===== config.mk =====
export PLATFORM = sky130hd
export DESIGN_NAME = mux_key_flat
export DESIGN_NICKNAME = d
export VERILOG_FILES = /design/src/rtl/mux_key_if.sv /design/src/rtl/mux_key.sv /design/src/flat_wrapper.sv
export SDC_FILE = /design/constraint.sdc
export NUM_CORES = 1
export LEC_CHECK = 0
export ABC_AREA = 1
export ABC_CLOCK_PERIOD_IN_PS = 800
export BUFFER_PORTS_ARGS = -buffer_cell sky130_fd_sc_hd__buf_2
export CORE_AREA = 5 5 42 44
export CTS_CLUSTER_DIAMETER = 150
export DETAILED_ROUTE_END_ITERATION = 8
export DIE_AREA = 0 0 47 49
export SYNTH_ARGS = -nofsm -noshare
export SYNTH_HDL_FRONTEND = slang
export SYNTH_SLANG_ARGS = --single-unit

===== constraint.sdc =====
create_clock -name clk -period 0.8 [get_ports clk]
set_clock_uncertainty 0.05 [all_clocks]
set_input_delay 0.08 -clock clk [delete_from_list [all_inputs] [get_ports clk]]
set_output_delay 0.08 -clock clk [all_outputs]
set_load 0.02 [all_outputs]

===== src/rtl/mux_key_if.sv =====
// Bundle of the key-indexed mux signals: select key, packed table, fallback
// value and capture enable in; combinational and registered result out.
// The master modport belongs to whoever owns the table, the slave to the mux.
interface mux_key_if #(
  parameter int NR_KEY   = 2,
  parameter int KEY_LEN  = 1,
  parameter int DATA_LEN = 1
);
  logic [KEY_LEN-1:0]                   key;
  logic [NR_KEY*(KEY_LEN+DATA_LEN)-1:0] lut;
  logic [DATA_LEN-1:0]                  default_out;
  logic                                 en;
  logic [DATA_LEN-1:0]                  out;
  logic                                 hit;
  logic [DATA_LEN-1:0]                  out_q;
  logic                                 hit_q;

  modport master (
    output key, lut, default_out, en,
    input  out, hit, out_q, hit_q
  );

  modport slave (
    input  key, lut, default_out, en,
    output out, hit, out_q, hit_q
  );
endinterface


===== src/rtl/mux_key.sv =====
// Key-indexed mux: picks the data of the lowest-index table entry whose key matches.
// Latency: out/hit are combinational; out_q/hit_q follow one clock later when en=1.
// No backpressure: en only gates capture into the output registers.
module mux_key #(
  parameter int NR_KEY   = 2,
  parameter int KEY_LEN  = 1,
  parameter int DATA_LEN = 1
) (
  input logic      clk,
  input logic      rst,
  mux_key_if.slave bus
);
  localparam int ENTRY_LEN = KEY_LEN + DATA_LEN;

  // Table unpacked into per-entry key/data; entry 0 sits in the top slice.
  logic [KEY_LEN-1:0]  tbl_key  [NR_KEY];
  logic [DATA_LEN-1:0] tbl_data [NR_KEY];

  for (genvar g = 0; g < NR_KEY; g++) begin : g_entry
    localparam int BASE = (NR_KEY - 1 - g) * ENTRY_LEN;
    assign tbl_key[g]  = bus.lut[BASE + ENTRY_LEN - 1 -: KEY_LEN];
    assign tbl_data[g] = bus.lut[BASE + DATA_LEN - 1 -: DATA_LEN];
  end

  logic [NR_KEY-1:0]   match;
  logic [DATA_LEN-1:0] sel;

  // Compare every entry; walk from the highest index down so the lowest match overrides.
  always_comb begin
    match = '0;
    sel   = bus.default_out;
    for (int i = NR_KEY - 1; i >= 0; i--) begin
      if (tbl_key[i] == bus.key) begin
        match[i] = 1'b1;
        sel      = tbl_data[i];
      end
    end
  end

  assign bus.out = sel;
  assign bus.hit = |match;

  logic [DATA_LEN-1:0] out_r;
  logic                hit_r;

  // Capture the combinational result when enabled; reset clears it immediately.
  always_ff @(posedge clk or posedge rst) begin
    if (rst) begin
      out_r <= '0;
      hit_r <= 1'b0;
    end else if (bus.en) begin
      out_r <= sel;
      hit_r <= |match;
    end
  end

  assign bus.out_q = out_r;
  assign bus.hit_q = hit_r;
endmodule


===== src/flat_wrapper.sv =====
// flat-port wrapper written by rule: the top's interface ports become plain ports
module mux_key_flat 
#(
  parameter int NR_KEY   = 2,
  parameter int KEY_LEN  = 1,
  parameter int DATA_LEN = 1
)
  (clk, rst, bus_key, bus_lut, bus_default_out, bus_en, bus_out, bus_hit, bus_out_q, bus_hit_q);
  mux_key_if #(.NR_KEY(NR_KEY), .KEY_LEN(KEY_LEN), .DATA_LEN(DATA_LEN)) bus_i ();
  input logic clk;
  input logic rst;
  input wire logic [$bits(bus_i.key)-1:0] bus_key;
  input wire logic [$bits(bus_i.lut)-1:0] bus_lut;
  input wire logic [$bits(bus_i.default_out)-1:0] bus_default_out;
  input wire logic [$bits(bus_i.en)-1:0] bus_en;
  output wire logic [$bits(bus_i.out)-1:0] bus_out;
  output wire logic [$bits(bus_i.hit)-1:0] bus_hit;
  output wire logic [$bits(bus_i.out_q)-1:0] bus_out_q;
  output wire logic [$bits(bus_i.hit_q)-1:0] bus_hit_q;
  assign bus_i.key = bus_key;
  assign bus_i.lut = bus_lut;
  assign bus_i.default_out = bus_default_out;
  assign bus_i.en = bus_en;
  assign bus_out = bus_i.out;
  assign bus_hit = bus_i.hit;
  assign bus_out_q = bus_i.out_q;
  assign bus_hit_q = bus_i.hit_q;
  mux_key #(.NR_KEY(NR_KEY), .KEY_LEN(KEY_LEN), .DATA_LEN(DATA_LEN)) u_core (.clk(clk), .rst(rst), .bus(bus_i));
endmodule

==> results of run 1 <==
==> cells in the mapped netlist (all sizes together) <==
library cell and instances:
nand2 14, dfrtp 2, nand3b 1, nand3 4, inv 6
==> cell families (layout without fill, tap and decap cells) <==
kind of cell | Yosys count | after routing | synth area share
buffers and inverters | 6 | 25 | 0.134
DFF | 2 | 2 | 0.299
and+or+nand+nor | 19 | 19 | 0.567
==> final timing paths <==
check	start	endpoint	slack [ns]	depth (start not counted)
max	u_core.bus.hit_q	bus_hit_q	-0.07	1
max in group asynchronous	rst	u_core.bus.hit_q	0.39	3
max reg2reg	u_core.bus.hit_q	u_core.bus.hit_q	0.02	3
min in group asynchronous	rst	u_core.bus.out_q	0.20	3
min reg2reg	u_core.bus.out_q	u_core.bus.out_q	0.54	3
min	bus_en	u_core.bus.hit_q	0.05	3
==> registers in the layout, indices dropped and copies added (netlist names) <==
name,cells
u_core.bus.out_q,1
u_core.bus.hit_q,1
==> power by group through the flow <==
| stage | registers (uW) | logic [uW] | clock network [uW] |
|---|---|---|---|
| after floorplan | 136 | 65.0 | 0 |
| after global placement | 120 | 132 | 0 |
| after detailed placement | 121 | 134 | 0 |
| after CTS | 123 | 177 | 229 |
| after global routing | 124 | 224 | 240 |
| final | 123 | 205 | 219 |
==> per-stage QoR <==
stage          TNS [ns]  hold slack (ns)  worst slack [ns]
6_report         -0.137           0.0474           -0.0692
5_1_grt          -0.261           0.0756            -0.102
4_1_cts          -0.150           0.0394           -0.0777
3_5_place_dp    -0.0575           -0.115           -0.0517
3_3_place_gp    -0.0460           -0.119           -0.0400
2_1_floorplan         0           -0.229            0.0213
==> metal layers <==
metal	global-route usage	wire length (um)	vias up
met5	0	0	-
met4	0.0553	0	0
met3	0.0295	59	0
met2	0.0701	291	6
met1	0.0505	162	105
li1	-	-	119
==> what timing repair did <==
action / CTS / global route
endpoints found under the setup margin: 4 / 3
hold buffers: 1 / 0
buffers inserted: 1 / 2
cloned: 0 / 0
pin swaps: 3 / 5
endpoints found under the hold margin: 2 / 0
resized for setup: 12 / 8
==> final cells by class <==
type,count,area share
Tap cell,16,0.0556
Multi-Input combinational cell,19,0.306
Clock buffer,3,0.0625
Sequential cell,2,0.139
Timing Repair Buffer,16,0.354
Inverter,6,0.0833
==> impl_metrics.yaml, run 1 <==
outcome:
  outcome: "complete, but fails checks"
  violations: "negative setup slack"
placed_design:
  dpl_cell_area_um2: 248
  dp_cells: 55
  gp_congestion: 0.685
  io_buffer_count: 12
  dp_hpwl_um: 399
sta:
  tightest_slew_ns: 0.0984
  period_needed_ns: 0.869
  slew_headroom: 0.934
  hold_viol_final: 0
  final.period_utilization: 1.09
  clock.fmax_mhz: 1150
  maxSlewViolCount: 0
  fin_ws_ns: -0.0692
  setup_viol: 2
  rsz0062_at_grt: "true"
yosys:
  synth.ff_latch_count: 2
  syn_nets: 36
  synthCells: 27
  synth_cell_types: 8
  synth_top_cell_by_area: "dfrtp_1"
  synth_area_um2: 168
  netlist_top_cells_area: "dfrtp_1, nand2_1, nand3_2, inv_1, nand2_2"
  ys_seq_area_frac: 0.299
  synth.top_cell.area_share: 0.299
  synth-warning-count: 0
  syn_avg_cell_area_um2: 6.21
finish:
  seq_area_um2: 50.0
  num-fill-cells: 172
  fin_area_um2: 360
  final_common_cell: "nand2_2"
  area_delta_synth_final_pct: 115
  final_cell_mix: "nand2_2, buf_2, nand2_1"
  nets: 57
  antenna_cells: 0
  multiInputGateArea_um2: 110
  final_util: 0.257
  drive_gt1_frac: 0.652
  layoutNonFillerInstCount: 62
routing:
  firstDrtPassIters: 2
  viasPerCell: 3.71
  antenna_left: 0
  drtIter0Drc: 1
  wirelength_um: 513
  routedWlPerCell_um: 8.27
  via_count: 230
  drc: 0
cts:
  root_buffer: "clkbuf_4"
  cts_max_level: 1
  cts_tree: "yes"
  cts.clk_slew.worst_paths_ns: 0.03
  numCtsBuffers: 3
  cts.sinks: 2
  cts.path.max_buffers: 2
  clk_latency_ns: 0.22
worst_setup_path:
  start_kind: "register"
  crit_type: "register to primary output"
  crit_slowest_cell: "dfrtp_1"
  worst_setup_path_end_kind: "primary output"
  cp_cell_sequence: "buf_6"
  cp_max_fo: 2
  critPathBufInv: 1
  critPathRequiredTime_ns: 0.67
  critPathArrivalTime_ns: 0.74
  cpPeakStageDelay_ns: 0.38
  path_delay_family: "flip-flops"
global_routing:
  grt_pass1_vias: 227
  grt_usage: 0.0521
  antenna_found_initial: 0
  grt_pass1_wl_um: 821
  grt_max_degree: 5
  gr-total-overflow: 0
pwr:
  p_switching_uw: 160
  swShare: 0.292
  p_seq_frac: 0.225
  pwr-share-comb: 0.375
  leakagePower_uw: 0.000201
  max-vdd-ir-drop_v: 0.000303
  p_int_uw: 387
  pwr_density_cell_mw_per_mm2: 1520
  total_power_uw: 547
  p_clk_frac: 0.401
floorplan:
  start_util: 0.120
  num_rows: 14
  coreArea_mm2: 0.00140
  num_io_pins: 13
  die-area_mm2: 0.00230
  die_x_um: 47
  die_y_um: 49
hold_path:
  hold_path.class: "input pin to register"
flow_run:
  maxCapViolations: 0
No activity file was read; power rests on OpenSTA's default activity.
==> run 2: changes to the inputs <==
ABC_CLOCK_PERIOD_IN_PS = 1000   (was 800)
clock period = 1 ns   (was 0.8 ns; I/O delays follow)
==> impl_metrics.yaml, run 2 (same netlist as run 1, synthesis figures left out) <==
outcome:
  outcome: "finished clean"
floorplan:
  num_rows: 14
  num_io_pins: 13
  die_y_um: 49
  die_x_um: 47
  coreArea_mm2: 0.00140
  die-area_mm2: 0.00230
  start_util: 0.120
global_routing:
  grt_use_met2: 0.0633
  met1_usage: 0.0374
  gr-max-usage-layer: "met4"
  gr-total-overflow: 0
  gr-usage-met3: 0.0221
  antenna_found_initial: 0
  grt_max_degree: 5
  grt_pass1_wl_um: 690
  grt_usage: 0.0465
  grt_pass1_vias: 196
hold_path:
  min_path_cells: 3
  hold_start: "bus_en"
  hold_path.class: "input pin to register"
sta:
  slew_headroom: 0.927
  hold_viol_final: 0
  final.period_utilization: 0.893
  tightest_slew_ns: 0.110
  rsz0062_at_grt: "false"
  fin_ws_ns: 0.107
  clock.fmax_mhz: 1120
  period_needed_ns: 0.893
  maxSlewViolCount: 0
  setup_viol: 0
  hold_slack_ns: 0.0582
  setup-tns-final_ns: 0
routing:
  drtIter0Drc: 3
  routedWlPerCell_um: 7.44
  via_count: 205
  wirelength_um: 439
  antenna_left: 0
  firstDrtPassIters: 2
  drc: 0
  viasPerCell: 3.47
worst_setup_path:
  start_kind: "register"
  cp_max_fo: 2
  startpoint: "u_core.bus.out_q"
  crit_type: "register to primary output"
  cp_cell_sequence: "buf_2"
  path_delay_family: "flip-flops"
  critPathRequiredTime_ns: 0.85
  critPathArrivalTime_ns: 0.74
  cpPeakStageDelay_ns: 0.36
  crit_cells: 1
  reg2reg_depth: 2
  r2r_start: "u_core.bus.out_q"
  crit_slowest_cell: "dfrtp_1"
  worst_setup_path_end_kind: "primary output"
  critPathBufInv: 1
pwr:
  pwr_density_cell_mw_per_mm2: 1360
  total_power_uw: 381
  max-vdd-ir-drop_v: 0.000318
  leakagePower_uw: 0.000173
cts:
  cts.path.max_buffers: 2
  cts_setup_buffers: 0
  cts_tree: "yes"
  cts.clk_slew.worst_paths_ns: 0.03
  cts.sinks: 2
  root_buffer: "clkbuf_4"
  cts_max_level: 1
  clk_latency_ns: 0.22
  numCtsBuffers: 3
finish:
  area_delta_synth_final_pct: 67.2
  num-fill-cells: 177
  final_cell_mix: "nand2_1, buf_2, inv_1"
  fin_area_um2: 280
  antenna_cells: 0
  nets: 54
  drive_gt1_frac: 0.465
placed_design:
  io_buffer_count: 12
  dpl_cell_area_um2: 248
  place_ws_ns: 0.115
  gp_congestion: 0.705
flow_run:
  maxCapViolations: 0
[run 2: cell types whose count changed in the layout (fill, tap and decap cells not counted), sizes merged]
cell	previous run	this run
buf	15	12
[run 2: what timing repair did]
action                    in CTS  in global routing
hold endpoints to repair       2                  0
resized for setup              0                  0
hold buffers                   1                  0
[run 2: metrics by stage]
stage	utilization	cells
floorplan	-	27
global placement	0.177	55
detailed placement	0.177	55
CTS	0.200	59
global route	0.200	59
finish	0.200	59
[run 2: worst paths after layout]
| check | to | slack (ns) |
|---|---|---|
| setup / recovery | bus_out_q | 0.11 |
| hold / removal | u_core.bus.out_q | 0.06 |
| setup reg to reg | u_core.bus.out_q | 0.36 |
| hold reg to reg | u_core.bus.hit_q | 0.42 |
| max in group asynchronous | u_core.bus.hit_q | 0.58 |
| min in group asynchronous | u_core.bus.out_q | 0.22 |
[run 2: final cells by class]
| cell class | instances | area, um2 | area share |
|---|---|---|---|
| Clock buffer | 3 | 22.5 | 0.0804 |
| Inverter | 6 | 22.5 | 0.0804 |
| Multi-Input combinational cell | 19 | 95.1 | 0.339 |
| Sequential cell | 2 | 50.0 | 0.179 |
| Timing Repair Buffer | 13 | 70.1 | 0.250 |
| Tap cell | 16 | 20.0 | 0.0714 |
[run 2: where the power goes]
group | switching [uW] | internal (uW) | total, uW | leakage (uW)
combinational | 63.9 | 43.1 | 107 | 0.000136
clock | 46.0 | 133 | 179 | 0.0000138
sequential | 4.15 | 90.9 | 95.1 | 0.0000238
total | 114 | 267 | 381 | 0.000173
[run 2: per-layer routing]
| metal | routed length, um | vias up |
|---|---|---|
| met4 | 0 | 0 |
| met5 | 0 | - |
| li1 | - | 113 |
| met3 | 55 | 0 |
| met2 | 235 | 6 |
| met1 | 147 | 86 |
